--- src/rtl/dma_chan_arbiter.sv ---
// ---------------------------------------------------------------------------
// dma_chan_arbiter
//
// Channel priority and bus-hold arbiter for an 8237A-class DMA controller,
// generalised to NUM_CH channels.
//
// The block does four things:
//   - synchronises the DREQ pins;
//   - forms the effective per-channel request from DREQ, MASK and SW_REQ;
//   - runs the HRQ/HLDA handshake with the CPU;
//   - tells timing control which channel owns the bus, and ends service on
//     TC, EOP or the transfer-mode rules.
//
// Ports
//   CLK, RESET      : system clock; synchronous active-high reset
//   DREQ[NUM_CH]    : asynchronous channel requests (polarity: CMD_DREQ_LOW)
//   HLDA            : CPU hold acknowledge
//   MASK[NUM_CH]    : 1 = hardware request of that channel masked
//   SW_REQ[NUM_CH]  : software requests, not maskable
//   CH_MODE[2*N]    : per-channel mode, 00 demand, 01 single, 10 block,
//                     11 single
//   CMD_ROT_PRIO    : 1 = rotating priority, 0 = fixed (ch0 highest)
//   CMD_DREQ_LOW    : 1 = DREQ pins active-low
//   CMD_DACK_HIGH   : 1 = DACK pins active-high
//   XFER_DONE       : one-cycle pulse per completed transfer
//   TC_REACHED      : qualifies XFER_DONE, word count expired
//   EOP_IN          : external end-of-process, active-high
//   HRQ             : hold request to the CPU
//   DACK[NUM_CH]    : channel acknowledges
//   ACTIVE          : a channel is in service
//   ACT_CH[CW]      : index of the serviced channel
//   SWREQ_CLR[N]    : one-cycle pulse clearing SW_REQ on TC/EOP
//   REQ_STATUS[N]   : synchronised, polarity-corrected DREQ
// ---------------------------------------------------------------------------
module dma_chan_arbiter #(
   parameter int  NUM_CH      = 4,
   parameter int  SYNC_STAGES = 2,
   localparam int CW          = $clog2(NUM_CH)
) (
   input  logic                  CLK,
   input  logic                  RESET,
   input  logic [NUM_CH-1:0]     DREQ,
   input  logic                  HLDA,
   input  logic [NUM_CH-1:0]     MASK,
   input  logic [NUM_CH-1:0]     SW_REQ,
   input  logic [2*NUM_CH-1:0]   CH_MODE,
   input  logic                  CMD_ROT_PRIO,
   input  logic                  CMD_DREQ_LOW,
   input  logic                  CMD_DACK_HIGH,
   input  logic                  XFER_DONE,
   input  logic                  TC_REACHED,
   input  logic                  EOP_IN,
   output logic                  HRQ,
   output logic [NUM_CH-1:0]     DACK,
   output logic                  ACTIVE,
   output logic [CW-1:0]         ACT_CH,
   output logic [NUM_CH-1:0]     SWREQ_CLR,
   output logic [NUM_CH-1:0]     REQ_STATUS
);

   typedef enum logic [1:0] {
      ST_IDLE     = 2'd0,
      ST_HOLD_REQ = 2'd1,
      ST_SERVICE  = 2'd2,
      ST_RELEASE  = 2'd3
   } state_t;

   localparam logic [1:0] MODE_DEMAND = 2'b00;
   localparam logic [1:0] MODE_BLOCK  = 2'b10;

   // Winner search: channels at or above `start` first, then wrap to 0.
   // With start = 0 this degenerates to plain fixed priority.
   function automatic logic [CW-1:0] pick_winner(input logic [NUM_CH-1:0] req,
                                                 input logic [CW-1:0]     start);
      logic [CW-1:0] win;
      logic          found;
      win   = '0;
      found = 1'b0;
      for (int c = 0; c < NUM_CH; c++) begin
         if (!found && req[c] && (CW'(c) >= start)) begin
            win   = CW'(c);
            found = 1'b1;
         end
      end
      for (int c = 0; c < NUM_CH; c++) begin
         if (!found && req[c]) begin
            win   = CW'(c);
            found = 1'b1;
         end
      end
      return win;
   endfunction

   function automatic logic [CW-1:0] next_ptr(input logic [CW-1:0] ch);
      return CW'((int'(ch) + 1) % NUM_CH);
   endfunction

   function automatic logic [1:0] mode_of(input logic [2*NUM_CH-1:0] modes,
                                          input logic [CW-1:0]       ch);
      logic [1:0] m;
      m = '0;
      for (int k = 0; k < NUM_CH; k++) begin
         if (CW'(k) == ch) m = modes[2*k +: 2];
      end
      return m;
   endfunction

   // ---- DREQ synchroniser ----
   logic [NUM_CH-1:0] dreq_sync [SYNC_STAGES];

   always_ff @(posedge CLK) begin
      if (RESET) begin
         for (int i = 0; i < SYNC_STAGES; i++) dreq_sync[i] <= '0;
      end else begin
         dreq_sync[0] <= DREQ;
         for (int i = 1; i < SYNC_STAGES; i++) dreq_sync[i] <= dreq_sync[i-1];
      end
   end

   // ---- request qualification and end-of-service decode ----
   logic [NUM_CH-1:0] dreq_s;
   logic [NUM_CH-1:0] pend;
   logic [CW-1:0]     winner;
   logic [NUM_CH-1:0] winner_oh;
   logic [1:0]        cur_mode;
   logic              cur_req;
   logic              tc_hit;
   logic              mode_end;
   logic              svc_end;

   state_t            state, state_d;
   logic              hrq_q, hrq_d;
   logic              active_q, active_d;
   logic [CW-1:0]     act_ch_q, act_ch_d;
   logic [NUM_CH-1:0] dack_q, dack_d;
   logic [NUM_CH-1:0] swreq_clr_q, swreq_clr_d;
   logic [CW-1:0]     rp_q, rp_d;

   always_comb begin
      dreq_s    = dreq_sync[SYNC_STAGES-1] ^ {NUM_CH{CMD_DREQ_LOW}};
      pend      = (dreq_s & ~MASK) | SW_REQ;
      winner    = pick_winner(pend, CMD_ROT_PRIO ? rp_q : '0);
      winner_oh = {{(NUM_CH-1){1'b0}}, 1'b1} << winner;
      cur_mode  = mode_of(CH_MODE, act_ch_q);
      // dack_q is one-hot on the active channel while in service, so it
      // doubles as the select for that channel's own request.
      cur_req   = |(pend & dack_q);
      tc_hit    = XFER_DONE & TC_REACHED;
      case (cur_mode)
         MODE_DEMAND: mode_end = XFER_DONE & ~cur_req;
         MODE_BLOCK:  mode_end = 1'b0;
         default:     mode_end = XFER_DONE;   // 01 and 11: single
      endcase
      svc_end   = EOP_IN | tc_hit | mode_end;
   end

   // ---- arbitration FSM, next state and registered outputs ----
   always_comb begin
      state_d     = state;
      hrq_d       = hrq_q;
      active_d    = active_q;
      act_ch_d    = act_ch_q;
      dack_d      = dack_q;
      swreq_clr_d = '0;
      rp_d        = rp_q;

      case (state)
         ST_IDLE: begin
            hrq_d    = |pend;
            active_d = 1'b0;
            dack_d   = '0;
            if (|pend) state_d = ST_HOLD_REQ;
         end

         ST_HOLD_REQ: begin
            // HRQ stays up even if every request vanishes before HLDA.
            hrq_d = 1'b1;
            if (HLDA) begin
               if (|pend) begin
                  state_d  = ST_SERVICE;
                  act_ch_d = winner;
                  active_d = 1'b1;
                  dack_d   = winner_oh;
               end else begin
                  state_d = ST_RELEASE;
                  hrq_d   = 1'b0;
               end
            end
         end

         ST_SERVICE: begin
            // Losing HLDA wins over any end condition in the same cycle:
            // no pointer update, no software-request clear.
            if (!HLDA) begin
               state_d  = ST_IDLE;
               hrq_d    = 1'b0;
               active_d = 1'b0;
               dack_d   = '0;
            end else if (svc_end) begin
               state_d  = ST_RELEASE;
               hrq_d    = 1'b0;
               active_d = 1'b0;
               dack_d   = '0;
               if (CMD_ROT_PRIO) rp_d = next_ptr(act_ch_q);
               if (EOP_IN | tc_hit) swreq_clr_d = dack_q;
            end
         end

         ST_RELEASE: begin
            hrq_d    = 1'b0;
            active_d = 1'b0;
            dack_d   = '0;
            if (!HLDA) state_d = ST_IDLE;
         end

         default: begin
            state_d  = ST_IDLE;
            hrq_d    = 1'b0;
            active_d = 1'b0;
            dack_d   = '0;
         end
      endcase
   end

   always_ff @(posedge CLK) begin
      if (RESET) begin
         state       <= ST_IDLE;
         hrq_q       <= 1'b0;
         active_q    <= 1'b0;
         act_ch_q    <= '0;
         dack_q      <= '0;
         swreq_clr_q <= '0;
         rp_q        <= '0;
      end else begin
         state       <= state_d;
         hrq_q       <= hrq_d;
         active_q    <= active_d;
         act_ch_q    <= act_ch_d;
         dack_q      <= dack_d;
         swreq_clr_q <= swreq_clr_d;
         rp_q        <= rp_d;
      end
   end

   // ---- output polarity ----
   assign HRQ        = hrq_q;
   assign ACTIVE     = active_q;
   assign ACT_CH     = act_ch_q;
   assign SWREQ_CLR  = swreq_clr_q;
   assign DACK       = dack_q ^ {NUM_CH{~CMD_DACK_HIGH}};
   assign REQ_STATUS = dreq_s;

endmodule

--- config.mk ---
export PLATFORM = sky130hd
export DESIGN_NAME = dma_chan_arbiter
export DESIGN_NICKNAME = d
export VERILOG_FILES = /design/src/rtl/dma_chan_arbiter.sv
export SDC_FILE = /design/constraint.sdc
export NUM_CORES = 1
export LEC_CHECK = 0
export BUFFER_PORTS_ARGS = -buffer_cell sky130_fd_sc_hd__buf_2
export CORE_ASPECT_RATIO = 1.25
export CORE_UTILIZATION = 50
export CTS_BUF_LIST = sky130_fd_sc_hd__clkbuf_8
export CTS_CLUSTER_SIZE = 28
export DETAILED_ROUTE_END_ITERATION = 8
export PLACE_DENSITY = 0.8
export SYNTH_ARGS = -nofsm -noshare
export SYNTH_HDL_FRONTEND = slang
export SYNTH_SLANG_ARGS = --single-unit
export TNS_END_PERCENT = 10
--- constraint.sdc ---
create_clock -name CLK -period 4.97 [get_ports CLK]
set_clock_uncertainty 0.2 [all_clocks]
set_input_delay 0.497 -clock CLK [delete_from_list [all_inputs] [get_ports CLK]]
set_output_delay 0.497 -clock CLK [all_outputs]
set_load 0.01 [all_outputs]
==> flow_metrics.py, run 1 <==
metrics = {
    "run_status": {
        "status": "finished, final reports clean",
    },
    "synth": {
        "synth_seq_cells": 24,
        "yosysMostFrequentCell": "dfxtp_1",
        "synth_fa_ha_area_frac": 0.0388,
        "synth_common_cells": "dfxtp_1 (24), a21oi_1 (20), inv_1 (12), nor2_1 (11)",
        "ys_top_cells_by_area": "dfxtp_1 (37%), a21oi_1 (7.8%), nor2b_1 (4.4%), ha_1 (3.9%), o21ai_0 (3.5%)",
        "synth.top_cell.area_share": 0.373,
        "syn_avg_cell_area_um2": 8.42,
        "synth_sequential_area_ratio": 0.373,
        "synthXorXnorAreaFrac": 0.0544,
        "yosys.area.top_type": "dfxtp_1",
        "synth_top_family_by_area": "compound AO/OA/AOI/OAI gates",
        "synthMuxAreaShare": 0.0243,
        "postSynthCellCount": 153,
        "ys_types": 42,
        "synthArstFlopShare": 0,
        "synth_compound_area_frac": 0.272,
        "synth_ff_type": "dfxtp_1",
        "synth_edf_count": 0,
        "syn_nets": 186,
        "yosysWarnings": 0,
        "synth-simple-area-share": 0.194,
        "synth_area_um2": 1290,
    },
    "pwr": {
        "ir_drop_uv": 206,
        "power_frac_clock": 0.328,
        "switching_share": 0.262,
        "switching_power_mw": 0.107,
        "p_per_area_nw_per_um2": 256,
        "power.leakage_nw": 0.722,
        "seqPwrFrac": 0.499,
        "power_frac_comb": 0.173,
        "power_mw": 0.408,
        "cellInternalPower_mw": 0.301,
    },
    "sta": {
        "setup_ws_ns": 2.52,
        "finalSetupTns_ns": 0,
        "setup-violations-final": 0,
        "worstMarginPinSlew_ns": 0.671,
        "finalHoldViolations": 0,
        "slew_viol_final": 0,
        "slew-limit-headroom": 0.548,
        "fin_hold_ws_ns": 0.233,
        "rsz0062_at_grt": "false",
        "clock.fmax_mhz": 408,
        "period_share": 0.493,
        "min_period_ns": 2.45,
    },
    "clocking": {
        "clk_latency_ns": 0.27,
        "clk_pin_slew_ns": 0.09,
        "cts.hold.buffers_added": 0,
        "cts_resized": 0,
        "cts_setup_buffers": 0,
        "cts_max_path_buffers": 2,
        "clock_sinks": 24,
        "cts_buffers": 3,
        "cts_max_level": 1,
        "cts_tree": "done",
        "cts_root_buffer": "clkbuf_8",
    },
    "global_routing": {
        "grt_overflow": 0,
        "grt_pass1_wl_um": 4710,
        "grtUsageMet3": 0.0276,
        "grt_busiest_layer": "met2",
        "met1_usage": 0.265,
        "grt_pass1_vias": 1168,
        "antenna_found_initial": 0,
        "met2_usage": 0.431,
        "grt_max_degree": 24,
        "grt_util_all_layers": 0.234,
    },
    "floorplan": {
        "die_area_um2": 2790,
        "start_util": 0.531,
        "die_height_um": 58.8,
        "ioPinCount": 45,
        "die_w_um": 47.4,
        "num_rows": 20,
        "core_um2": 2430,
    },
    "setup_path": {
        "cp_slowest_cell": "a211oi_1",
        "critPathArrivalTime_ns": 2.42,
        "cp_top_family": "compound AO/OA/AOI/OAI gates",
        "r2r-end": "rp_q[0]",
        "crit_path_start_kind": "flip-flop",
        "worstPathMaxFanout": 6,
        "critPathRequiredTime_ns": 4.94,
        "endpoint": "rp_q[0]",
        "cp_num_buf_inv": 0,
        "crit_type": "reg2reg",
        "reg2regPathDepth": 7,
        "cp_common_cell": "a211oi_1",
        "reg2reg_slack_ns": 2.52,
        "r2r_start": "ACT_CH[0]",
        "cp.depth": 7,
        "crit_path_start": "ACT_CH[0]",
        "cp-end-kind": "flip-flop",
        "crit_chain": "ha_1 -> a22oi_1 -> nand2_1 -> a211oi_1 -> a21oi_1 -> a211oi_1 -> mux2_2",
        "cp_slowest_stage_delay_ns": 0.40,
    },
    "layout": {
        "fin_util": 0.657,
        "nets": 232,
        "syn2layout_area_growth_pct": 23.7,
        "stdcell_area_um2": 1590,
        "drive_above_1_share": 0.268,
        "diodes": 0,
        "instances_no_fill": 231,
    },
    "drt": {
        "wire_per_inst_um": 12.7,
        "via_count": 1265,
        "firstDrtPassIters": 4,
        "wl_um": 2950,
        "drc": 0,
        "ant_nets": 0,
        "drt_iter0_drc": 54,
        "viasPerCell": 5.48,
    },
    "place": {
        "dp.cells": 227,
        "post_dp_cell_area_um2": 1540,
        "portBuffers": 44,
        "gp_congestion": 0.888,
        "dp_hpwl_um": 2300,
        "dp_slack_ns": 2.29,
    },
    "job": {
        "max-cap-violations": 0,
    },
    "min_path": {
        "hold_class": "in2reg",
    },
}
-- power groups by stage --
stage	combinational, mW	clock [mW]	sequential [mW]
final	0.0705	0.134	0.204
after global routing	0.0785	0.143	0.205
after CTS	0.0701	0.134	0.204
after detailed placement	0.0696	0	0.208
after global placement	0.0672	0	0.208
after floorplan	0.0418	0	0.208
-- sequential cells by signal (all words and copies together) (netlist names) --
register	cells
dreq_sync	8
dack_q	4
ACT_CH	2
ACTIVE	1
HRQ	1
SWREQ_CLR	4
rp_q	2
state	2
-- placed cells by master (no fill, tap or decap), drive strengths merged, types with 2 or more instances in the layout --
master and instances:
a22oi 4, dfxtp 24, ha 4, buf 44, nor2b 9, a21oi 20
xor2 4, o21ai 10, inv 12, nor2 11, xnor2 4, and2 5
a211oi 2, a21o 4, nor3 3, clkbuf 4, mux2i 2, nand3b 2
nand2 5, nand2b 4
-- layout make-up --
class / instances / area, um2
inverters: 12 / 45.0
fillers: 215 / 833
well taps: 33 / 41.3
repair buffers: 44 / 220
clock buffers: 4 / 55.1
multi-input cells: 114 / 752
flip-flops and latches: 24 / 480
-- cell families (layout without fill, tap and decap cells) --
family	after synthesis	after routing
AOI/OAI and AO/OA	53	53
xor gates and xnor gates	8	8
DFF	24	24
adders and majority gates	4	4
muxes	3	3
buffers and inverters	15	60
and+or+nand+nor	46	46
-- worst min path at each step --
| stage | start | end | slack [ns] | depth (start not counted) |
|---|---|---|---|---|
| finish | DREQ[2] | dreq_sync[0][2] | 0.23 | 2 |
| global route | DREQ[3] | dreq_sync[0][3] | 0.25 | 2 |
| CTS | DREQ[1] | dreq_sync[0][1] | 0.24 | 2 |
| detailed placement | dreq_sync[0][1] | dreq_sync[0][5] | 0.22 | 1 |
| global placement | dreq_sync[0][2] | dreq_sync[0][6] | 0.22 | 1 |
| floorplan | dreq_sync[0][0] | dreq_sync[0][4] | 0.21 | 1 |
-- per-layer routing --
| layer | vias up | wire length [um] |
|---|---|---|
| li1 | 632 | - |
| met1 | 578 | 1250 |
| met2 | 50 | 1510 |
| met3 | 5 | 153 |
| met4 | 0 | 36 |
| met5 | - | 0 |
-- worst reg2reg max path, cell delays in order (launching register included) --
cell,delay (ns)
dfxtp_1,0.36
ha_1,0.28
a22oi_1,0.18
nand2_1,0.08
a211oi_1,0.31
a21oi_1,0.17
a211oi_1,0.40
mux2_2,0.38
Note: power is estimated with default switching activity, not from simulation.
==> run 2: changes to the inputs <==
Settings changed: ABC_AREA set to 1, CORE_UTILIZATION 50 to 47, PLACE_DENSITY 0.8 to 0.78.
Clock period 4.97 ns to 2 ns, I/O delays scaled along.
==> flow_metrics.py, run 2 <==
metrics = {
    "run_status": {
        "status": "finished, final reports clean",
    },
    "synth": {
        "synthArstFlopShare": 0,
        "ys_types": 32,
        "synth_seq_cells": 24,
        "synth_edf_count": 0,
        "synth_common_cells": "nand2_1 (41), inv_1 (39), nor2_1 (28), dfxtp_1 (24)",
        "postSynthCellCount": 204,
        "synth_area_um2": 1410,
        "syn_avg_cell_area_um2": 6.93,
        "synth_ff_type": "dfxtp_1",
        "synth_sequential_area_ratio": 0.340,
        "ys_top_cells_by_area": "dfxtp_1 (34%), nand2_1 (11%), inv_1 (10%), nor2_1 (7.4%), a21oi_1 (3.5%)",
        "yosysMostFrequentCell": "nand2_1",
        "syn_nets": 237,
        "yosys.area.top_type": "dfxtp_1",
        "synth.top_cell.area_share": 0.340,
        "yosysWarnings": 0,
    },
    "pwr": {
        "ir_drop_uv": 491,
        "power.leakage_nw": 0.911,
        "p_per_area_nw_per_um2": 661,
        "power_mw": 1.24,
    },
    "layout": {
        "regMostFlops": "dreq_sync",
        "syn2layout_area_growth_pct": 32.5,
        "final_common_cell": "buf_2",
        "instances_no_fill": 289,
        "mostFrequentLayoutCells": "buf_2 (44), nand2_1 (41), inv_1 (36)",
        "largest_register_ffs": 8,
        "diodes": 0,
        "nets": 289,
        "drive_above_1_share": 0.345,
        "fin_util": 0.679,
    },
    "clocking": {
        "cts_max_path_buffers": 2,
        "clk_pin_slew_ns": 0.08,
        "clock_sinks": 24,
        "clk_latency_ns": 0.27,
        "cts_tree": "done",
        "cts_buffers": 3,
        "cts_max_level": 1,
        "cts_root_buffer": "clkbuf_8",
    },
    "min_path": {
        "hold_class": "in2reg",
        "hold-path-endpoint": "state[1]",
        "min_from": "HLDA",
        "hold_depth": 3,
    },
    "drt": {
        "drc": 0,
        "viasPerCell": 4.73,
        "wl_um": 3050,
        "via_count": 1367,
        "firstDrtPassIters": 4,
        "wire_per_inst_um": 10.6,
        "ant_nets": 0,
        "drt_iter0_drc": 30,
    },
    "sta": {
        "clock.fmax_mhz": 515,
        "slew-limit-headroom": 0.703,
        "setup_ws_ns": 0.0568,
        "finalHoldViolations": 0,
        "worstMarginPinSlew_ns": 0.445,
        "period_share": 0.972,
        "rsz0062_at_grt": "true",
        "finalSetupTns_ns": 0,
        "setup-violations-final": 0,
        "slew_viol_final": 0,
        "min_period_ns": 1.94,
    },
    "place": {
        "dp_slack_ns": 0.00564,
        "portBuffers": 44,
        "dp_hpwl_um": 2270,
        "gp_congestion": 0.814,
        "dp.cells": 279,
    },
    "setup_path": {
        "critPathRequiredTime_ns": 2.01,
        "reg2reg_slack_ns": 0.06,
        "worstPathMaxFanout": 4,
        "r2r_start": "ACT_CH[1]",
        "r2r-end": "rp_q[0]",
        "reg2regPathDepth": 13,
        "critPathArrivalTime_ns": 1.95,
        "crit_type": "reg2reg",
        "cp-end-kind": "flip-flop",
        "crit_path_start_kind": "flip-flop",
    },
    "global_routing": {
        "grt_pass1_vias": 1181,
        "grt_overflow": 0,
        "grt_pass1_wl_um": 4860,
        "antenna_found_initial": 0,
        "grt_util_all_layers": 0.194,
        "grt_max_degree": 18,
    },
    "floorplan": {
        "num_rows": 21,
        "start_util": 0.512,
        "core_um2": 2760,
        "die_area_um2": 3230,
        "die_w_um": 51.1,
        "die_height_um": 63.3,
        "ioPinCount": 45,
    },
    "job": {
        "max-cap-violations": 0,
    },
}
## run 2: how the worst max path moves through the flow
stage	endpoint	cells after the start	slack [ns]	start
floorplan	rp_q[1]	12	0.15	ACT_CH[0]
global placement	rp_q[0]	12	0.07	ACT_CH[1]
detailed placement	rp_q[1]	12	0.006	ACT_CH[0]
CTS	rp_q[1]	12	-0.01	ACT_CH[0]
global route	rp_q[1]	12	-0.1	ACT_CH[1]
finish	rp_q[0]	13	0.06	ACT_CH[1]
## run 2: final cells by class
type                            instances  area [um2]
Clock buffer                            3        41.3
Fill cell                             251         886
Clock inverter                          1        30.0
Multi-Input combinational cell        133         825
Tap cell                               34        42.5
Inverter                               44         168
Sequential cell                        24         488
Timing Repair Buffer                   50         279
## run 2: worst max-delay path: stages (launching register included)
cell      delay [ns]
dfxtp_4         0.38
buf_6           0.10
ha_4            0.13
inv_2           0.03
or2_0           0.20
nand3_1         0.07
nand2_1         0.07
nor2_1          0.13
nand3_2         0.14
nand3_2         0.12
nand3_4         0.09
clkinv_1        0.09
nor2_1          0.04
nor2_1          0.10
## run 2: report_power, final
group | total (mW) | internal, mW | switching [mW]
sequential | 0.521 | 0.501 | 0.0197
combinational | 0.299 | 0.126 | 0.173
clock | 0.419 | 0.267 | 0.151
## run 2: repair_timing
action / in CTS / in global routing
hold endpoints to repair: 4 / 0
hold buffers: 4 / 0
pin swaps: 0 / 7
setup buffers: 0 / 2
resized for setup: 0 / 24
endpoints found under the setup margin: 2 / 9
## run 2: through the flow
step                      hold slack (ns)  cell area (um2)
after floorplan                     0.107             1410
after global placement              0.190             1660
after detailed placement            0.196             1660
after CTS                          0.0188             1770
after global routing               0.0304             1870
final                              0.0137             1870
## run 2: cells by family (layout without fill, tap and decap cells)
family	count (synthesis)	in the layout	share of synthesized area
simple gates	103	103	0.366
flops	24	24	0.340
buf+inv	47	98	0.127
fa+ha+maj	4	4	0.0354
xor+xnor	4	4	0.0248
compound gates	22	22	0.106
## run 2: layer usage
layer,global-route usage,part of all wire,vias to the layer above
met3,0.0242,0.027,9
li1,-,-,719
met2,0.329,0.52,28
met4,0.0833,0.028,0
met5,0,0,-
met1,0.240,0.43,611
==> run 3: changes to the inputs <==
Settings changed: PLACE_DENSITY 0.78 to not set, PLACE_DENSITY_LB_ADDON set to 0.1.
==> flow_metrics.py, run 3 (synthesized netlist as in run 2, its figures left out) <==
metrics = {
    "global_routing": {
        "grtUsageMet3": 0.0314,
        "grt_util_all_layers": 0.202,
        "grt_max_degree": 18,
        "grt_busiest_layer": "met2",
        "met1_usage": 0.243,
        "met2_usage": 0.334,
        "grt_pass1_vias": 1176,
        "antenna_found_initial": 0,
        "grt_overflow": 0,
        "grt_pass1_wl_um": 4870,
    },
    "sta": {
        "worstMarginPinSlew_ns": 0.632,
        "period_share": 0.931,
        "min_period_ns": 1.86,
        "setup-violations-final": 0,
        "finalHoldViolations": 0,
        "setup_ws_ns": 0.137,
        "slew_viol_final": 0,
        "clock.fmax_mhz": 537,
        "slew-limit-headroom": 0.575,
        "finalSetupTns_ns": 0,
    },
    "place": {
        "dp.cells": 279,
        "portBuffers": 44,
        "gp_congestion": 0.807,
        "dp_hpwl_um": 2230,
        "dp_slack_ns": 0.0108,
    },
    "floorplan": {
        "die_w_um": 51.1,
        "die_area_um2": 3230,
        "start_util": 0.512,
        "ioPinCount": 45,
        "core_um2": 2760,
        "num_rows": 21,
        "die_height_um": 63.3,
    },
    "pwr": {
        "power_frac_comb": 0.260,
        "power.leakage_nw": 0.897,
        "p_per_area_nw_per_um2": 617,
        "ir_drop_uv": 611,
        "switching_power_mw": 0.339,
        "seqPwrFrac": 0.456,
        "power_frac_clock": 0.284,
        "cellInternalPower_mw": 0.804,
        "switching_share": 0.297,
    },
    "drt": {
        "ant_nets": 0,
        "firstDrtPassIters": 4,
        "via_count": 1329,
        "wire_per_inst_um": 10.1,
        "viasPerCell": 4.61,
        "drc": 0,
        "drt_iter0_drc": 27,
        "wl_um": 2900,
    },
    "layout": {
        "largest_register_ffs": 8,
        "diodes": 0,
        "drive_above_1_share": 0.350,
        "mostFrequentLayoutCells": "buf_2 (44), nand2_1 (39), inv_1 (36)",
        "regMostFlops": "dreq_sync",
        "final_common_cell": "buf_2",
        "nets": 288,
        "fin_util": 0.671,
        "instances_no_fill": 288,
        "syn2layout_area_growth_pct": 30.9,
    },
    "run_status": {
        "status": "finished, final reports clean",
    },
    "setup_path": {
        "cp-end-kind": "flip-flop",
        "critPathArrivalTime_ns": 1.83,
        "cp_num_buf_inv": 2,
        "crit_chain": "inv_4 -> ha_4 -> inv_2 -> or2_0 -> nand3_1 -> nand2_2 -> nor2_2 -> nand3_2 -> nand3_2 -> nand3_2 -> o21ai_1 -> nor2_1",
        "cp_common_cell": "nand3_2",
        "worstPathMaxFanout": 4,
        "cp_slowest_cell": "dfxtp_4",
        "crit_path_start_kind": "flip-flop",
        "cp_slowest_stage_delay_ns": 0.37,
        "crit_type": "reg2reg",
        "cp_top_family": "simple AND/OR/NAND/NOR gates",
        "critPathRequiredTime_ns": 1.97,
    },
    "clocking": {
        "cts_root_buffer": "clkbuf_8",
        "clk_pin_slew_ns": 0.08,
        "clock_sinks": 24,
        "clk_latency_ns": 0.27,
        "cts_max_path_buffers": 2,
        "cts_max_level": 1,
        "cts_tree": "done",
        "cts_buffers": 3,
    },
    "job": {
        "max-cap-violations": 0,
    },
    "min_path": {
        "hold_class": "in2reg",
    },
}
-- run 3: changes by cell type in the layout (fill, tap and decap cells not counted), sizes merged --
| cell | change |
|---|---|
| buf | -1 |
| bufinv | -1 |
| clkbuf | +1 |
-- run 3: final cells by class --
class                           count  area (um2)
Multi-Input combinational cell    133         830
Fill cell                         281         908
Sequential cell                    24         488
Clock buffer                        4        55.1
Inverter                           44         168
Timing Repair Buffer               49         268
Tap cell                           34        42.5
-- run 3: power by group through the flow --
stage | logic [mW] | registers [mW] | clock network (mW)
after floorplan | 0.180 | 0.529 | 0
after global placement | 0.257 | 0.528 | 0
after detailed placement | 0.258 | 0.529 | 0
after CTS | 0.266 | 0.518 | 0.333
after global routing | 0.332 | 0.525 | 0.353
final | 0.297 | 0.521 | 0.325
-- run 3: tightest hold or removal path, delay by kind of cell --
kind / cells / cell delay, ns
simple gates: 1 / 0.04
buf+inv: 1 / 0.13
compound gates: 1 / 0.08
-- run 3: worst paths after layout --
| check | start | end | slack (ns) | cells after the start |
|---|---|---|---|---|
| worst max register to register | ACT_CH[0] | rp_q[1] | 0.14 | 12 |
| worst min-delay path | HLDA | state[1] | 0.02 | 3 |
| worst max-delay path | ACT_CH[0] | rp_q[1] | 0.14 | 12 |
| worst min register to register | dreq_sync[0][0] | dreq_sync[0][4] | 0.21 | 2 |
-- run 3: timing repair --
item / 4_1_cts / 5_1_grt
setup buffers: 0 / 1
resized for setup: 1 / 24
endpoints found under the setup margin: 1 / 9
pin swaps: 0 / 5
hold endpoints to repair: 4 / 0
hold buffers: 4 / 0
-- run 3: stage by stage --
stage	hold WS (ns)	power [mW]	cell area (um2)
CTS	0.00971	1.12	1760
global route	0.0174	1.21	1850
finish	0.0177	1.14	1850
global placement	0.189	0.785	1660
floorplan	0.107	0.709	1410
detailed placement	0.197	0.788	1660
-- run 3: layer usage --
| layer | vias up | wire length [um] |
|---|---|---|
| li1 | 714 | - |
| met1 | 575 | 1320 |
| met2 | 35 | 1390 |
| met3 | 5 | 120 |
| met4 | 0 | 70 |
| met5 | - | 0 |
